`config.mk`:
```
export PLATFORM = sky130hd
export DESIGN_NAME = fetch_queue
export DESIGN_NICKNAME = d
export VERILOG_FILES = /design/src/rtl/fetch_queue.sv
export SDC_FILE = /design/constraint.sdc
export NUM_CORES = 1
export LEC_CHECK = 0
export ABC_CLOCK_PERIOD_IN_PS = 3660
export CORE_UTILIZATION = 49
export CTS_CLUSTER_DIAMETER = 80
export CTS_CLUSTER_SIZE = 16
export DETAILED_ROUTE_END_ITERATION = 10
export GPL_ROUTABILITY_DRIVEN = 0
export PLACE_DENSITY = 0.76
export SYNTH_ARGS = -nofsm -noshare
export SYNTH_HDL_FRONTEND = slang
export SYNTH_SLANG_ARGS = --single-unit
```
`constraint.sdc`:
```
create_clock -name clk -period 3.66 [get_ports clk]
set_input_delay 0.549 -clock clk [delete_from_list [all_inputs] [get_ports clk]]
set_output_delay 0.549 -clock clk [all_outputs]
set_load 0.01 [all_outputs]
```
`src/rtl/fetch_queue.sv`:
```
// Instruction fetch queue between fetch and decode: circular buffer of {pc, instr} pairs with flush.
// Define FETCHQ_BYPASS_EN to pass a push straight to decode when the queue is empty.
module fetch_queue #(
  parameter int unsigned DEPTH   = 4,
  parameter int unsigned PC_W    = 64,
  parameter int unsigned INSTR_W = 32
) (
  input  logic                         clk,
  input  logic                         reset,
  input  logic                         flush_F,
  input  logic                         push_valid,
  output logic                         push_ready,
  input  logic [PC_W-1:0]              push_pc,
  input  logic [INSTR_W-1:0]           push_instr,
  output logic                         pop_valid,
  input  logic                         pop_ready,
  output logic [PC_W-1:0]              pop_pc,
  output logic [INSTR_W-1:0]           pop_instr,
  output logic [$clog2(DEPTH+1)-1:0]   count
);

  localparam int unsigned PTR_W = $clog2(DEPTH);
  localparam int unsigned CNT_W = $clog2(DEPTH + 1);

  typedef struct packed {
    logic [PC_W-1:0]    pc;
    logic [INSTR_W-1:0] instr;
  } entry_t;

  entry_t             mem [DEPTH];
  logic [PTR_W-1:0]   wr_ptr;
  logic [PTR_W-1:0]   rd_ptr;
  logic               empty;
  logic               full;
  logic               bypass_fire;
  logic               push_fire;
  logic               pop_fire;
  entry_t             head;

  assign empty = (count == '0);
  assign full  = (count == CNT_W'(DEPTH));

  // Handshake and head selection
  always_comb begin
    push_ready  = ~full & ~reset;
    pop_valid   = ~empty & ~flush_F & ~reset;
    head        = mem[rd_ptr];
    bypass_fire = 1'b0;
`ifdef FETCHQ_BYPASS_EN
    if (empty && !flush_F && !reset) begin
      pop_valid   = push_valid;
      head        = '{pc: push_pc, instr: push_instr};
      bypass_fire = push_valid & pop_ready;
    end
`endif
    push_fire = push_valid & push_ready & ~flush_F & ~bypass_fire;
    pop_fire  = pop_valid & pop_ready & ~empty;
    pop_pc    = head.pc;
    pop_instr = head.instr;
  end

  // Pointers and occupancy; flush empties the queue and drops any push in that cycle
  always_ff @(posedge clk) begin
    if (reset || flush_F) begin
      wr_ptr <= '0;
      rd_ptr <= '0;
      count  <= '0;
    end else begin
      if (push_fire) wr_ptr <= wr_ptr + PTR_W'(1);
      if (pop_fire)  rd_ptr <= rd_ptr + PTR_W'(1);
      case ({push_fire, pop_fire})
        2'b10:   count <= count + CNT_W'(1);
        2'b01:   count <= count - CNT_W'(1);
        default: count <= count;
      endcase
    end
  end

  // Storage is not reset; only entries between rd_ptr and wr_ptr are ever observed
  always_ff @(posedge clk) begin
    if (push_fire) mem[wr_ptr] <= '{pc: push_pc, instr: push_instr};
  end

endmodule

```
==> summary.txt <==
Status
  • Status: complete, no violations

Finish
  • Number of diodes: 0
  • Multi-input gate area: 2460 um^2
  • Post-layout net count: 883
  • Share of layout cells above drive strength 1: 0.182
  • Area delta synth->final: 23.2%
  • Final instance area: approximately 18000 um^2
  • Non-filler cells, final: roughly 1200
  • Fillers: roughly 1900
  • Reg area: 11700 um^2

Synthesis
  • Top cells by area, synth: edfxtp_1 80%, mux4_2 15%, dfxtp_1 1.3%
  • Most common cell in the synthesized netlist: edfxtp_1
  • Top FF cell, synth: edfxtp_1
  • Async SR Flop Fraction: 0
  • Synth top area share: 0.804
  • Synth Cell Area: between 10000 and 15000 um^2
  • Synth cell types: 26
  • Synth top cells by count: 384 x edfxtp_1, 96 x mux4_2, 11 x buf_2
  • Synth area leader: edfxtp_1
  • Synthesized area per cell: 25.6 um^2
  • Register bit total from synthesis: about 390
  • Syn_nets: between 600 and 700
  • Seq/Total Area, Yosys: 0.817
  • Mapped Cells: 559
  • EDFF count, synth: 384
  • Yosys warning total: 0

Clock tree
  • Max Root-Sink Buffers: 3
  • Setup bufs post-CTS: 0
  • CTS tree: yes
  • Clk sink count: 393
  • CTS resizes: 0
  • CTS Buf Count: 28
  • H-tree depth: 1
  • Clock root cell: clkbuf_16
  • Latest clock arrival within the worst-skew pair: between 0.5 and 0.6 ns
  • Worst-path clk slew: around 0.07 ns
  • Hold buffers post-CTS: 0

Routing
  • Vias per cell: 5.41
  • Final WL: about 26 mm
  • Drt drc: 0
  • Final ANT Viol Nets: 0
  • Routed via count: 6391
  • WL/cell: 21.9 um
  • Pre-antenna DRT Iters: 5
  • DRT iter0 DRCs: 495

Timing
  • Min cycle time layout: 3.30 ns
  • Slew @ Worst Pin: about 0.9 ns
  • Final hold viol count: 0
  • Fmax: 0.303 GHz
  • Max Transition Viols Final: 0
  • Fin crit share: 0.903
  • Worst-case clock skew: about 0.010 ns
  • Fin Setup TNS: 0 ns
  • Setup violations, final: 0
  • RSZ-0062 raised after global routing: false
  • WHS: 0.515 ns
  • Relative slew slack: 0.393

Setup path
  • Required time worst endpoint: ~3.1 ns
  • Critical path type: reg2out
  • CP Capture Type: primary output
  • Worst-path fanout max: 96
  • CP Launch Type: flip-flop
  • Crit path DAT: 2.76 ns

Placed design
  • Detail Placement HPWL: approximately 15 mm
  • Placed cell areas: 16800 um^2
  • Port Buffers: between 200 and 250
  • Cells after DPL: about 1100

Power and ir drop
  • Seq pwr share: 0.611
  • Final Power: 0.00816 W
  • Sw frac: 0.185
  • Leak: 5.38 nW
  • Psw: 0.00151 W
  • Clock share of power: 0.349
  • Cell Pwr Density: 462 nW/um^2
  • Worst ir drop on vdd: 0.315 mV
  • Gate power share: 0.040
  • Pint: 0.00665 W

Floorplan
  • Starting Density: 0.499
  • Area of the core: 28700 um^2
  • Die Span Y: 173 um
  • Die Span X: 173 um
  • I/O pin count: just over 200
  • # rows: slightly above 60
  • Die area: 29900 um^2

GRT
  • Initial antenna violation count: 0
  • Number of global-route vias before repair: between 6000 and 7000
  • First-pass GRT wire length: 40.0 mm
  • Gr usage total: 0.176
  • GRT overflow: 0
  • Largest net degree at the start of global routing: 97

Run
  • Max Cap Violations: 0

Worst hold path
  • Hold Crit Class: reg2reg
[power by group through the flow]
stage | combinational (W) | clock, W | sequential (W)
floorplan | 0.0000891 | 0 | 0.00509
CTS | 0.000330 | 0.00292 | 0.00499
finish | 0.000327 | 0.00284 | 0.00499
global placement | 0.000312 | 0 | 0.00509
global route | 0.000348 | 0.00309 | 0.00499
detailed placement | 0.000328 | 0 | 0.00509
[flip-flops by register name (all words and copies together) (netlist names), named ones only]
register / flops
count: 3
mem: 384
rd_ptr: 2
wr_ptr: 2
[cells in the final DEF (no fill, tap or decap)]
cell               n
edfxtp_1         384
clkdlybuf4s50_1  201
mux4_2            96
clkbuf_16         29
clkbuf_1          22
nor2_1             9
inv_1              7
dfxtp_1            7
buf_12             6
ha_1               5
and2_4             4
xor2_1             4
buf_4              4
a21oi_1            3
dfxtp_4            2
or2_2              1
o31ai_1            1
or3b_4             1
and3_4             1
nor3_1             1
nor2b_1            1
a21o_1             1
nand3_1            1
o311ai_0           1
o21ai_0            1
or3_1              1
nand2_1            1
mux2i_1            1
fa_1               1
inv_6              1
[routing by layer]
layer	up-vias	wire [um]	track usage
met5	-	0	0
met4	0	485	0.0446
met3	35	1670	0.0323
met2	214	13200	0.297
met1	3331	10600	0.240
li1	2811	-	-
[final timing paths]
path                   from         end  slack [ns]  cells after the start
setup / recovery  flip-flop  pop_pc[58]        0.36                      3
hold / removal    wr_ptr[1]   wr_ptr[1]        0.51                      2
setup reg to reg   count[2]    count[2]        1.23                      9
hold reg to reg   wr_ptr[1]   wr_ptr[1]        0.51                      2
[per-stage QoR]
stage,util,setup WS [ns]
after global routing,0.615,0.231
after floorplan,-,0.0102
after detailed placement,0.587,0.832
after global placement,0.587,0.927
final,0.615,0.355
after CTS,0.615,0.345
[area by class of cell]
cell class,count,area share
Inverter,7,0.00149
Clock inverter,1,0.000496
Clock buffer,51,0.0458
Tap cell,384,0.0272
Multi-Input combinational cell,135,0.139
Timing Repair Buffer,211,0.122
Sequential cell,393,0.664
[critical path: stages (launching register included)]
cell and delay, ns:
dfxtp_4 0.35, buf_12 0.49, mux4_2 0.63, clkdlybuf4s50_1 0.50
[kinds of logic (layout without fill, tap and decap cells)]
group	Yosys count	count (layout)	share of synthesized area
flops	393	393	0.817
mux	97	97	0.152
buf+inv	31	270	0.0122
simple gates	21	21	0.00794
compound gates	7	7	0.00306
fa+ha+maj	6	6	0.00576
xor+xnor	4	4	0.00244
(Power assumes the default switching activity.)
